<file path="config.mk">
export PLATFORM = sky130hd
export DESIGN_NAME = pc_fetch_ctrl
export DESIGN_NICKNAME = d
export VERILOG_FILES = /design/src/rtl/pc_fetch_ctrl_pkg.sv /design/src/rtl/pc_fetch_ctrl_next_pc_calc.sv /design/src/rtl/pc_fetch_ctrl.sv
export SDC_FILE = /design/constraint.sdc
export NUM_CORES = 1
export LEC_CHECK = 0
export ABC_AREA = 1
export BUFFER_PORTS_ARGS = -buffer_cell sky130_fd_sc_hd__buf_4
export CORE_MARGIN = 1
export CORE_UTILIZATION = 28
export DETAILED_ROUTE_END_ITERATION = 16
export PLACE_DENSITY = 0.51
export SETUP_SLACK_MARGIN = 0.15
export SYNTH_ARGS = -nofsm -noshare
export SYNTH_HDL_FRONTEND = slang
export SYNTH_SLANG_ARGS = --single-unit
</file>
<file path="constraint.sdc">
create_clock -name clk -period 3.65 [get_ports clk]
set_input_delay 0.365 -clock clk [delete_from_list [all_inputs] [get_ports clk]]
set_output_delay 0.365 -clock clk [all_outputs]
set_load 0.005 [all_outputs]
</file>
<file path="src/rtl/pc_fetch_ctrl_pkg.sv">
// rtl/pc_fetch_ctrl_pkg.sv - shared jump_op encodings, fetch states and reset PC
package pc_fetch_ctrl_pkg;

    // next-PC select codes; the jump controller drives these same values
    localparam logic [1:0] JOP_TARGET = 2'd0;
    localparam logic [1:0] JOP_REG    = 2'd1;
    localparam logic [1:0] JOP_BRANCH = 2'd2;
    localparam logic [1:0] JOP_SEQ    = 2'd3;

    localparam logic [31:0] RESET_PC_DEFAULT = 32'h0000_0000;

    typedef enum logic [1:0] {
        ST_FETCH = 2'd0,
        ST_ISSUE = 2'd1,
        ST_HALT  = 2'd2
    } fetch_state_t;

endpackage

</file>
<file path="src/rtl/pc_fetch_ctrl_next_pc_calc.sv">
// rtl/pc_fetch_ctrl_next_pc_calc.sv - combinational next-PC select and misaligned-target detect
module pc_fetch_ctrl_next_pc_calc
    import pc_fetch_ctrl_pkg::*;
(
    input  logic [31:0] pc,
    input  logic [25:0] instr_idx,
    input  logic [31:0] rs_data,
    input  logic [1:0]  jump_op,
    output logic [31:0] next_pc,
    output logic        misaligned
);

    logic [31:0] pc4;

    // select the successor PC; only the low 26 instruction bits are ever needed
    always_comb begin
        pc4        = pc + 32'd4;
        next_pc    = pc4;
        misaligned = 1'b0;
        case (jump_op)
            JOP_TARGET: next_pc = {pc4[31:28], instr_idx, 2'b00};
            JOP_REG: begin
                next_pc    = rs_data;
                misaligned = (rs_data[1:0] != 2'b00);
            end
            JOP_BRANCH: next_pc = pc4 + {{14{instr_idx[15]}}, instr_idx[15:0], 2'b00};
            JOP_SEQ:    next_pc = pc4;
            default:    next_pc = pc4;
        endcase
    end

endmodule

</file>
<file path="src/rtl/pc_fetch_ctrl.sv">
// rtl/pc_fetch_ctrl.sv - PC register and fetch/issue sequencer; optional MIPS_DELAY_SLOT_EN
module pc_fetch_ctrl
    import pc_fetch_ctrl_pkg::*;
#(
    parameter logic [31:0] RESET_PC = RESET_PC_DEFAULT,
    parameter int          CNT_W    = 16
) (
    input  logic             clk,
    input  logic             rst_n,
    input  logic [1:0]       jump_op,
    input  logic [31:0]      rs_data,
    input  logic             commit,
    output logic             imem_req,
    output logic [31:0]      imem_addr,
    input  logic             imem_ready,
    input  logic [31:0]      imem_rdata,
    output logic [31:0]      instr,
    output logic             instr_valid,
    output logic [31:0]      pc,
    output logic [31:0]      link_addr,
    output logic             misalign,
    output logic [CNT_W-1:0] redirect_cnt
);

    fetch_state_t      state;
    fetch_state_t      state_nxt;
    logic [31:0]       pc_q;
    logic [31:0]       instr_q;
    logic              misalign_q;
    logic [CNT_W-1:0]  cnt_q;
    logic [31:0]       calc_pc;
    logic              calc_misaligned;
    logic              commit_fire;
    logic              take_redirect;
    logic              halt_now;

    pc_fetch_ctrl_next_pc_calc u_next_pc_calc (
        .pc         (pc_q),
        .instr_idx  (instr_q[25:0]),
        .rs_data    (rs_data),
        .jump_op    (jump_op),
        .next_pc    (calc_pc),
        .misaligned (calc_misaligned)
    );

    assign commit_fire = (state == ST_ISSUE) && commit;

`ifdef MIPS_DELAY_SLOT_EN
    logic        pending_q;
    logic [31:0] pending_pc_q;

    // the delay-slot commit follows the stored target and skips the jump checks
    assign halt_now      = commit_fire && !pending_q && calc_misaligned;
    assign take_redirect = commit_fire && !pending_q && !calc_misaligned && (jump_op != JOP_SEQ);
    assign link_addr     = pc_q + 32'd8;

    // delay-slot bookkeeping: remember the redirect target until the slot commits
    always_ff @(posedge clk) begin
        if (!rst_n) begin
            pending_q    <= 1'b0;
            pending_pc_q <= 32'h0;
        end else if (commit_fire) begin
            if (pending_q) begin
                pending_q <= 1'b0;
            end else if (take_redirect) begin
                pending_q    <= 1'b1;
                pending_pc_q <= calc_pc;
            end
        end
    end

    // PC update: redirects first step into the slot, the slot then jumps
    always_ff @(posedge clk) begin
        if (!rst_n) begin
            pc_q <= RESET_PC;
        end else if (commit_fire && !halt_now) begin
            if (pending_q)
                pc_q <= pending_pc_q;
            else
                pc_q <= pc_q + 32'd4;
        end
    end
`else
    assign halt_now      = commit_fire && calc_misaligned;
    assign take_redirect = commit_fire && !calc_misaligned && (jump_op != JOP_SEQ);
    assign link_addr     = pc_q + 32'd4;

    // PC update: redirects take effect on the committing instruction itself
    always_ff @(posedge clk) begin
        if (!rst_n)
            pc_q <= RESET_PC;
        else if (commit_fire && !halt_now)
            pc_q <= calc_pc;
    end
`endif

    // FSM state register
    always_ff @(posedge clk) begin
        if (!rst_n)
            state <= ST_FETCH;
        else
            state <= state_nxt;
    end

    // FSM next state and handshake outputs
    always_comb begin
        state_nxt   = state;
        imem_req    = 1'b0;
        instr_valid = 1'b0;
        case (state)
            ST_FETCH: begin
                imem_req = rst_n;
                if (imem_ready)
                    state_nxt = ST_ISSUE;
            end
            ST_ISSUE: begin
                instr_valid = 1'b1;
                if (halt_now)
                    state_nxt = ST_HALT;
                else if (commit)
                    state_nxt = ST_FETCH;
            end
            ST_HALT:  state_nxt = ST_HALT;
            default:  state_nxt = ST_FETCH;
        endcase
    end

    // instruction latch; ready outside FETCH is ignored
    always_ff @(posedge clk) begin
        if (!rst_n)
            instr_q <= 32'h0;
        else if ((state == ST_FETCH) && imem_ready)
            instr_q <= imem_rdata;
    end

    // sticky misalign flag and saturating redirect counter
    always_ff @(posedge clk) begin
        if (!rst_n) begin
            misalign_q <= 1'b0;
            cnt_q      <= '0;
        end else begin
            if (halt_now)
                misalign_q <= 1'b1;
            if (take_redirect && (cnt_q != {CNT_W{1'b1}}))
                cnt_q <= cnt_q + 1'b1;
        end
    end

    assign imem_addr    = pc_q;
    assign pc           = pc_q;
    assign instr        = instr_q;
    assign misalign     = misalign_q;
    assign redirect_cnt = cnt_q;

endmodule

</file>
==> summary.txt, run 1 <==
Critical path
  – R2r worst-path depth: 18
  – Worst Setup SP: imem_addr[4]
  – Critical Path RT: 3.93 ns
  – Most used cell, CP: nand2_1
  – Critical Path Source Type: flop
  – CP cell instances: nand3_1 -> nor2_1 -> nand2_2 -> nor3_1 -> xor2_1 -> ha_1 -> nand2_1 -> nor2_1 -> inv_1 -> nor2_1 -> nand2_1 -> nand3_1 -> nand2_1 -> nand3_1 -> nand3_1 -> nand2_1 -> nand2_1 -> a21oi_1
  – Crit path kind: reg2reg
  – Crit path to: imem_addr[30]
  – Worst reg-to-reg setup slack: 0.46 ns
  – Worst flop-to-flop path startpoint: imem_addr[4]
  – FF-to-FF End: imem_addr[30]
  – Worst path max stage delay: 0.40 ns
  – Worst Path Max Fanout: 5
  – Setup crit end kind: flop
  – Slowest CP cell: dfxtp_1
  – Crit path DAT: 3.47 ns

Clock tree
  – CTS tree: done
  – Setup bufs post-CTS: 0
  – Hold-fix buffers, CTS: 0
  – CTS H-tree lvls: 3
  – CTS Buffer Depth: 2
  – PostCTS Resize Cnt: 0
  – Clk slew on worst S/H paths: 0.07 ns
  – Total CTS buffers: 9
  – Num Clock Sinks: 83
  – Later-pin clock latency in the skew report: 0.36 ns
  – Clock tree root buffer cell: clkbuf_16

Cells and area
  – Antenna cell count: 0
  – Ratio of cells with drive above 1 in the final layout: 0.215
  – Layout Cells excl Fill: 1742
  – P&R area growth vs syn: 32.3%
  – Number of nets in the layout: 1520
  – Post-route cell area: 0.00940 mm^2

Route
  – Drt first-iter violations: 404
  – Routed len/inst: 17.1 um
  – Drt pass-1 iters: 5
  – DRC errors left: 0
  – DRT Wirelength: 29.8 mm
  – Via count: 8250
  – Post-DR vias/cell: 4.74
  – Detail Route Antenna Nets: 0

Yosys
  – Post-synth ARST share: 0
  – Cell area after synthesis: 0.00710 mm^2
  – Area share of the largest cell type after synthesis: 0.234
  – Syn Inst Count: 1213
  – Count of different cell masters after synthesis: 44
  – Most frequent cell after synthesis: nand2_1
  – Number of synthesized flops with an enable pin: 0
  – Prevailing post-synth register cell: dfxtp_1
  – Mapped Nets: 1320
  – Synth Register Bits: 83
  – Most area-consuming cells after synthesis: dfxtp_1, nand2_1, inv_1
  – Leading area contributor after synthesis: dfxtp_1
  – Sequential share of the synthesized area: 0.234
  – Mean Syn Cell Area: 5.85 um^2
  – Post-synth top cells: nand2_1, inv_1, nor2_1, a21oi_1, dfxtp_1
  – Synth Warn #: 0

Global route
  – Gr ovfl total: 0
  – Antenna violations before repair: 0
  – Met3 Resource Use GR: 0.0452
  – Largest net degree at the start of global routing: 53
  – Met2 Use GR: 0.379
  – Gr busiest metal: met2
  – First-pass GRT wire length: 45.4 mm
  – M1 GR Usage: 0.304
  – Total track usage: 0.229
  – Vias in the first global route: 8000

Floorplan
  – Die Y: 161 um
  – Core Region: 0.0246 mm^2
  – Die Area: 0.0260 mm^2
  – I/O pins: 217
  – Die width: 161 um
  – Initial Util: 0.289
  – Row cnt: 57

STA
  – Final worst setup slack: 0.456 ns
  – Final setup TNS: 0 ns
  – Worst-margin pin slew: 0.933 ns
  – RSZ-0062 raised after global routing: no
  – FMAX: 313 MHz
  – Final critical-path share of the clock period: 0.875
  – Slew Limit Fails: 0
  – Final hold viol count: 0
  – Relative slew slack: 0.376
  – Max Clock Skew: 0.0144 ns
  – Final setup fails: 0
  – Time the worst path needs with I/O delays and setup: 3.19 ns

Pwr
  – Worst VDD drop: 0.000219 V
  – Pwr dens: 277 mW/mm^2
  – Pwr Total: 2610 uW
  – Leak Pwr: 0.00484 uW

Place
  – Post-DP Area: 0.00906 mm^2
  – Placed Instances: 1726
  – DP Worst Slack: 0.205 ns
  – Hpwl dp: 24.1 mm
  – I/O Buffers: 216
  – RePlAce Congestion: 0.932

Outcome
  – Status: finished clean

Hold path
  – Worst hold-check path type: in2reg

Job
  – Max Cap Viol: 0
==> routing by layer <==
layer  up-vias  routed length [um]
met2       217               13700
met1      3757               13600
met3        25                1980
met4         0                 473
met5         -                   0
li1       4251                   -
==> stage by stage <==
| stage | hold WS (ns) | utilization |
|---|---|---|
| CTS | 0.259 | 0.381 |
| global route | 0.286 | 0.382 |
| finish | 0.260 | 0.382 |
| detailed placement | 0.471 | 0.368 |
| global placement | 0.463 | 0.368 |
| floorplan | 0.460 | - |
==> area by class of cell <==
class                      count  area (um^2)
inverter                     170          638
timing repair buffer         254         1920
clock inverter                 5         60.1
sequential                    83         1660
clock buffer                  11          253
multi-input combinational    895         4460
tap                          324          405
fill                        2684        15200
==> state kept, by name (all words and copies together) (netlist names) <==
| signal | flops |
|---|---|
| instr | 32 |
| state | 2 |
| misalign | 1 |
| redirect_cnt | 16 |
| imem_addr | 32 |
==> power breakdown <==
group	switching (uW)	internal (uW)
Combinational	348	265
Clock	421	571
Sequential	52.8	950
==> worst max-delay path, delay by kind of cell (launching register included) <==
kind                       cells  cell delay (ns)
and+or+nand+nor               14             1.92
DFF                            1             0.40
xor gates and xnor gates       1             0.30
adders and majority gates      1             0.29
AOI/OAI and AO/OA              1             0.13
buffers and inverters          1             0.09
==> placed cells by master (no fill, tap or decap), drive strengths merged, types with 4 or more instances in the layout <==
master  Yosys  final
nand3b      4      4
clkbuf     28     11
nand3      74     74
o21ai      87     87
dfxtp      83     83
nor3       21     21
nor2      134    134
buf        37    254
nand4      17     17
o21a        4      4
nand2     362    362
ha         36     36
or2         7      7
inv       169    170
o21bai      8      8
a21oi      97     97
xnor2       5      5
xor2       13     13
nor4        5      5
==> worst min path at each step <==
stage                   startpoint         to  slack (ns)  cells after the start
floorplan                instr[16]  instr[16]        0.46                      2
global placement         instr[16]  instr[16]        0.46                      2
detailed placement       instr[17]  instr[17]        0.47                      2
CTS                 imem_rdata[30]  instr[30]        0.26                      3
global route         imem_rdata[3]   instr[3]        0.29                      3
finish              imem_rdata[29]  instr[29]        0.26                      3
==> cell families after synthesis <==
group	synth area share
xor gates and xnor gates	0.0222
AOI/OAI and AO/OA	0.160
adders and majority gates	0.0662
DFF	0.234
buffers and inverters	0.142
and+or+nand+nor	0.375
Note: power is estimated with default switching activity, not from simulation.
==> run 2, diff against run 1 <==
==> constraint.sdc (replaced) <==
create_clock -name clk -period 3 [get_ports clk]
set_input_delay 0.3 -clock clk [delete_from_list [all_inputs] [get_ports clk]]
set_output_delay 0.3 -clock clk [all_outputs]
set_load 0.005 [all_outputs]
==> run 2 against run 1 <==
Non-clock buffer count is 123 higher. Wire length grew 8.1%. Sequential power is 22% higher. Fmax up 10%. Hold slack worse by 0.064 ns. Via count grew 9.2%. Cell count grew 7.1%. Critical path type unchanged. Largest cell class unchanged. Critical path depth stayed put. Utilization is 8.8 points higher. Power up 26%.
==> summary.txt, run 2 (synthesized netlist as in run 1, its figures left out) <==
STA
  – RSZ-0062 raised after global routing: yes (was no)
  – Slew Limit Fails: 0 (unchanged)
  – Final worst setup slack: 0.103 ns (was 0.456 ns)
  – Hold slack final: 0.196 ns (was 0.260 ns)
  – FMAX: 345 MHz (was 313 MHz)
  – Final critical-path share of the clock period: 0.966 (was 0.875)
  – Final setup fails: 0 (unchanged)
  – Final hold viol count: 0 (unchanged)
  – Relative slew slack: 0.623 (was 0.376)
  – Worst-margin pin slew: 0.562 ns (was 0.933 ns)
  – Max Clock Skew: 0.0124 ns (was 0.0144 ns)
  – Time the worst path needs with I/O delays and setup: 2.90 ns (was 3.19 ns)

Route
  – Max Used Layer: met4 (unchanged)
  – Post-Route M1 WL: 14.5 mm (was 13.6 mm)
  – Detail Route Antenna Nets: 0 (unchanged)
  – Drt first-iter violations: 640 (was 404)
  – DRC errors left: 0 (unchanged)
  – Met3 wire len: 1.93 mm (was 1.98 mm)
  – Drt pass-1 iters: 5 (unchanged)
  – Wire length on met2: 15.2 mm (was 13.7 mm)
  – Post-DR vias/cell: 4.83 (was 4.74)
  – Routed len/inst: 17.3 um (was 17.1 um)
  – Via count: 9005 (was 8250)
  – DRT Wirelength: 32.3 mm (was 29.8 mm)

Cells and area
  – Ratio of cells with drive above 1 in the final layout: 0.427 (was 0.215)
  – Commonest non-fill, non-tap cell in the layout: buf_4 (was nand2_1)
  – Number of nets in the layout: 1643 (was 1520)
  – P&R area growth vs syn: 62.7% (was 32.3%)
  – Antenna cell count: 0 (unchanged)
  – Commonest cells after routing, fill and taps aside: buf_4, nand2_1, inv_1 (was nand2_1, buf_4, inv_1)
  – Layout Cells excl Fill: 1865 (was 1742)

Global route
  – First-pass GRT wire length: 48.1 mm (was 45.4 mm)
  – Total track usage: 0.241 (was 0.229)
  – Antenna violations before repair: 0 (unchanged)
  – Vias in the first global route: 8578 (was 8000)
  – Largest net degree at the start of global routing: 53 (unchanged)
  – Gr ovfl total: 0 (unchanged)

Job
  – Max Cap Viol: 0 (unchanged)

Clock tree
  – CTS tree: done (unchanged)
  – Clk slew on worst S/H paths: 0.07 ns (about the same)
  – Hold-fix buffers, CTS: 0 (unchanged)
  – Clock tree root buffer cell: clkbuf_16 (unchanged)
  – Total CTS buffers: 9 (unchanged)
  – Later-pin clock latency in the skew report: 0.35 ns (was 0.36 ns)
  – CTS Buffer Depth: 2 (unchanged)
  – Num Clock Sinks: 83 (unchanged)
  – CTS H-tree lvls: 3 (unchanged)

Critical path
  – Top Family by Delay on Critical Path: simple AND/OR/NAND/NOR gates (unchanged)
  – Worst Path Max Fanout: 4 (was 5)
  – CP cell instances: nand2_2 -> nor2_2 -> nand4_1 -> nor2_4 -> nand2_2 -> xor2_2 -> ha_1 -> buf_4 -> a21oi_4 -> o21a_1 -> nand2_2 -> a21oi_2 -> nand2_1 -> nand2_1 -> nand3_2 -> nand2_1 -> nand2_1 -> a21oi_1 (was nand3_1 -> nor2_1 -> nand2_2 -> nor3_1 -> xor2_1 -> ha_1 -> nand2_1 -> nor2_1 -> inv_1 -> nor2_1 -> nand2_1 -> nand3_1 -> nand2_1 -> nand3_1 -> nand3_1 -> nand2_1 -> nand2_1 -> a21oi_1)
  – Worst path max stage delay: 0.36 ns (was 0.40 ns)
  – Critical Path RT: 3.28 ns (was 3.93 ns)
  – CP bufs+invs: 1 (unchanged)
  – Critical Path Source Type: flop (unchanged)
  – Setup crit end kind: flop (unchanged)
  – Most used cell, CP: nand2_1 (unchanged)
  – Crit path DAT: 3.18 ns (was 3.47 ns)
  – Slowest CP cell: dfxtp_2 (was dfxtp_1)
  – Crit path kind: reg2reg (unchanged)
  – Worst reg-to-reg setup slack: 0.10 ns (was 0.46 ns)

Floorplan
  – Die width: 161 um (unchanged)
  – Die Area: 0.0260 mm^2 (unchanged)
  – Initial Util: 0.289 (unchanged)
  – I/O pins: 217 (unchanged)
  – Row cnt: 57 (unchanged)
  – Die Y: 161 um (unchanged)
  – Core Region: 0.0246 mm^2 (unchanged)

Pwr
  – Comb pwr share: 0.296 (was 0.235)
  – Psw: 1090 uW (was 822 uW)
  – Leak Pwr: 0.00574 uW (was 0.00484 uW)
  – Sw Ratio: 0.333 (was 0.315)
  – Pwr dens: 284 mW/mm^2 (was 277 mW/mm^2)
  – Cell Int Power: 2190 uW (was 1790 uW)
  – Clock power frac: 0.333 (was 0.381)
  – Sequential fraction of design power: 0.371 (was 0.385)
  – Worst VDD drop: 0.000292 V (was 0.000219 V)

Place
  – Hpwl dp: 25.2 mm (was 24.1 mm)
  – RePlAce Congestion: 0.938 (was 0.932)
  – DP Worst Slack: -0.292 ns (was 0.205 ns)
  – I/O Buffers: 216 (unchanged)
  – Placed Instances: 1821 (was 1726)

Hold path
  – Worst hold-check path type: in2reg (unchanged)

Outcome
  – Status: finished clean (unchanged)
## run 2: path summary, 6_finish.rpt
kind | endpoint | start | cells after the start
setup / recovery | imem_addr[30] | imem_addr[12] | 18
hold / removal | instr[26] | imem_rdata[26] | 3
setup reg to reg | imem_addr[30] | imem_addr[12] | 18
hold reg to reg | instr[17] | instr[17] | 2
## run 2: routing by layer
| metal | vias up | track usage |
|---|---|---|
| li1 | 4497 | - |
| met1 | 4203 | 0.323 |
| met2 | 264 | 0.400 |
| met3 | 41 | 0.0342 |
| met4 | 0 | 0.0712 |
| met5 | - | 0 |
## run 2: stage by stage
| stage | instance area, um^2 | TNS, ns | util | total power [uW] |
|---|---|---|---|---|
| CTS | 10800 | 0 | 0.437 | 3220 |
| detailed placement | 9770 | -2.62 | 0.397 | 2050 |
| finish | 11600 | 0 | 0.470 | 3290 |
| floorplan | 7110 | 0 | - | 1610 |
| global route | 11600 | -0.235 | 0.470 | 3450 |
| global placement | 9770 | -2.14 | 0.397 | 2040 |
## run 2: worst min-delay path: stages
cell	delay (ns)
buf_4	0.07
o21ai_0	0.07
nor2_1	0.07
## run 2: repair_timing
| item | CTS | global route |
|---|---|---|
| resized for setup | 131 | 178 |
| setup buffers | 20 | 8 |
| pin swaps | 54 | 90 |
| endpoints found under the hold margin | 0 | 0 |
| setup endpoints to repair | 23 | 24 |
## run 2: area by class of cell
cell class | instances | area [um^2]
sequential | 83 | 1690
fill | 2590 | 13000
clock inverter | 5 | 35.0
clock buffer | 11 | 243
timing repair buffer | 377 | 2870
tap | 324 | 405
inverter | 170 | 643
multi-input combinational | 895 | 5670
## run 2: power by group through the flow
stage | Clock [uW] | Combinational, uW | Sequential (uW)
floorplan | 0 | 376 | 1240
global placement | 0 | 811 | 1230
detailed placement | 0 | 815 | 1230
CTS | 1120 | 885 | 1210
global route | 1170 | 1060 | 1220
finish | 1100 | 973 | 1220
==> run 3, diff against run 2 <==
==> constraint.sdc (replaced) <==
create_clock -name clk -period 3 [get_ports clk]
set_input_delay 0.3 -clock clk [delete_from_list [all_inputs] [get_ports clk]]
set_output_delay 0.3 -clock clk [all_outputs]
set_load 0.01 [all_outputs]
==> run 3 against run 2 <==
Clock power is 5% higher. Cell count grew 0.11%. Power is 2.5% higher. Critical path depth decreased by 1. Sequential power about the same. Count of clock-buffer cells in the layout fell by 2. Combinational power up 2.3%. Critical endpoint is now imem_addr[24].
==> summary.txt, run 3 (synthesized netlist as in run 1, its figures left out) <==
Route
  – Detail Route Antenna Nets: 0 (unchanged)
  – Post-DR vias/cell: 4.78 (was 4.83)
  – Drt first-iter violations: 606 (was 640)
  – Routed len/inst: 17.3 um (about the same)
  – DRC errors left: 0 (unchanged)
  – Via count: 8926 (was 9005)
  – DRT Wirelength: 32.2 mm (was 32.3 mm)
  – Drt pass-1 iters: 6 (was 5)

Critical path
  – R2r worst-path depth: 17 (was 18)
  – Most used cell, CP: nand2_1 (unchanged)
  – Worst path max stage delay: 0.35 ns (was 0.36 ns)
  – Crit path kind: reg2reg (unchanged)
  – Critical Path RT: 3.28 ns (about the same)
  – Slowest CP cell: dfxtp_4 (was dfxtp_2)
  – Worst Path Max Fanout: 5 (was 4)
  – Setup crit end kind: flop (unchanged)
  – Crit path DAT: 3.14 ns (was 3.18 ns)
  – Critical Path Source Type: flop (unchanged)
  – CP cell instances: nand2_1 -> nor2_1 -> nand4_1 -> nor2_4 -> nand2_1 -> xnor2_1 -> buf_4 -> ha_4 -> nand2_1 -> buf_4 -> o21ai_0 -> a21oi_1 -> nand4_1 -> nand3_1 -> nand2_1 -> nand2_1 -> a21oi_1 (was nand2_2 -> nor2_2 -> nand4_1 -> nor2_4 -> nand2_2 -> xor2_2 -> ha_1 -> buf_4 -> a21oi_4 -> o21a_1 -> nand2_2 -> a21oi_2 -> nand2_1 -> nand2_1 -> nand3_2 -> nand2_1 -> nand2_1 -> a21oi_1)

Pwr
  – Pwr dens: 297 mW/mm^2 (was 284 mW/mm^2)
  – Comb pwr share: 0.295 (was 0.296)
  – Sequential fraction of design power: 0.360 (was 0.371)
  – Leak Pwr: 0.00568 uW (was 0.00574 uW)
  – Sw Ratio: 0.331 (was 0.333)
  – Clock power frac: 0.344 (was 0.333)
  – Cell Int Power: 2250 uW (was 2190 uW)
  – Psw: 1110 uW (was 1090 uW)
  – Worst VDD drop: 0.000264 V (was 0.000292 V)

Global route
  – Vias in the first global route: 8447 (was 8578)
  – Largest net degree at the start of global routing: 53 (unchanged)
  – First-pass GRT wire length: 48.0 mm (was 48.1 mm)
  – Total track usage: 0.242 (was 0.241)
  – Gr ovfl total: 0 (unchanged)
  – Antenna violations before repair: 0 (unchanged)

Clock tree
  – Hold-fix buffers, CTS: 0 (unchanged)
  – Clock tree root buffer cell: clkbuf_16 (unchanged)
  – Total CTS buffers: 9 (unchanged)
  – Later-pin clock latency in the skew report: 0.35 ns (about the same)
  – Num Clock Sinks: 83 (unchanged)
  – CTS tree: done (unchanged)
  – CTS Buffer Depth: 2 (unchanged)
  – Clk slew on worst S/H paths: 0.07 ns (about the same)
  – CTS H-tree lvls: 3 (unchanged)

Floorplan
  – Die width: 161 um (unchanged)
  – Die Area: 0.0260 mm^2 (unchanged)
  – Core Region: 0.0246 mm^2 (unchanged)
  – Row cnt: 57 (unchanged)
  – Die Y: 161 um (unchanged)
  – I/O pins: 217 (unchanged)
  – Initial Util: 0.289 (unchanged)

Place
  – Placed Instances: 1829 (was 1821)
  – RePlAce Congestion: 0.956 (was 0.938)
  – DP Worst Slack: -0.181 ns (was -0.292 ns)
  – I/O Buffers: 216 (unchanged)
  – Hpwl dp: 25.5 mm (was 25.2 mm)

Job
  – Max Cap Viol: 0 (unchanged)

STA
  – Worst-margin pin slew: 0.670 ns (was 0.562 ns)
  – RSZ-0062 raised after global routing: yes (unchanged)
  – Final hold viol count: 0 (unchanged)
  – FMAX: 350 MHz (was 345 MHz)
  – Time the worst path needs with I/O delays and setup: 2.85 ns (was 2.90 ns)
  – Slew Limit Fails: 0 (unchanged)
  – Relative slew slack: 0.551 (was 0.623)
  – Final setup fails: 0 (unchanged)
  – Max Clock Skew: 0.0103 ns (was 0.0124 ns)
  – Final setup TNS: 0 ns (unchanged)
  – Hold slack final: 0.200 ns (was 0.196 ns)
  – Final worst setup slack: 0.145 ns (was 0.103 ns)
  – Final critical-path share of the clock period: 0.952 (was 0.966)

Hold path
  – Hold depth: 3 (unchanged)
  – Worst hold-check path type: in2reg (unchanged)

Cells and area
  – Commonest cells after routing, fill and taps aside: buf_4, nand2_1, inv_1 (unchanged)
  – Final-layout fill cell count: 2635 (was 2590)
  – Commonest non-fill, non-tap cell in the layout: buf_4 (unchanged)
  – P&R area growth vs syn: 59.9% (was 62.7%)
  – Antenna cell count: 0 (unchanged)
  – Ratio of cells with drive above 1 in the final layout: 0.403 (was 0.427)
  – Number of nets in the layout: 1646 (was 1643)
  – Layout Cells excl Fill: 1867 (was 1865)

Outcome
  – Status: finished clean (unchanged)
-- run 3: cell types whose count changed in the layout (fill, tap and decap cells not counted), moves of 6 or more --
cell	delta
nand2_1	+17
nand3_2	-7
a21oi_2	-7
nand3_1	+7
nand2_2	-12
a21oi_1	+8
buf_4	+6
-- run 3: through the flow --
step	utilization	power [uW]	cell area [um^2]
2_1_floorplan	-	1640	7120
3_3_place_gp	0.400	2090	9830
3_5_place_dp	0.400	2090	9830
4_1_cts	0.433	3300	10700
5_1_grt	0.462	3530	11400
6_report	0.462	3370	11400
-- run 3: cell type report --
type / instances / area (um^2) / share of cell area
Timing Repair Buffer: 380 / 2880 / 0.253
Inverter: 170 / 643 / 0.0566
Multi-Input combinational cell: 895 / 5450 / 0.480
Clock inverter: 6 / 73.8 / 0.00650
Clock buffer: 9 / 225 / 0.0198
Sequential cell: 83 / 1690 / 0.148
Tap cell: 324 / 405 / 0.0357
-- run 3: worst max-delay path: cells and delay by family, from the launching register on --
| family | cells | cell delay [ns] |
|---|---|---|
| adders and majority gates | 1 | 0.29 |
| buffers and inverters | 2 | 0.31 |
| AOI/OAI and AO/OA | 3 | 0.54 |
| and+or+nand+nor | 10 | 1.17 |
| xor gates and xnor gates | 1 | 0.13 |
| DFF | 1 | 0.35 |
-- run 3: final timing paths --
kind | start | end | slack (ns)
setup / recovery | imem_addr[10] | imem_addr[24] | 0.15
hold / removal | imem_rdata[12] | instr[12] | 0.20
setup reg to reg | imem_addr[10] | imem_addr[24] | 0.15
hold reg to reg | instr[17] | instr[17] | 0.48
-- run 3: per-layer routing --
metal	routed length, um	track usage	vias up
li1	-	-	4515
met1	14300	0.321	4056
met2	14900	0.394	307
met3	2360	0.0503	48
met4	768	0.0699	0
met5	0	0	-
-- run 3: timing repair --
item	CTS	global route
pin swaps	27	42
gates resized for setup	107	151
setup endpoints to repair	20	24
cloned	0	0
buffers inserted	12	11
-- run 3: power groups by stage --
stage / clock, uW / sequential [uW] / combinational (uW)
floorplan: 0 / 1260 / 388
global placement: 0 / 1230 / 853
detailed placement: 0 / 1230 / 857
CTS: 1180 / 1210 / 911
global route: 1230 / 1220 / 1080
finish: 1160 / 1210 / 995
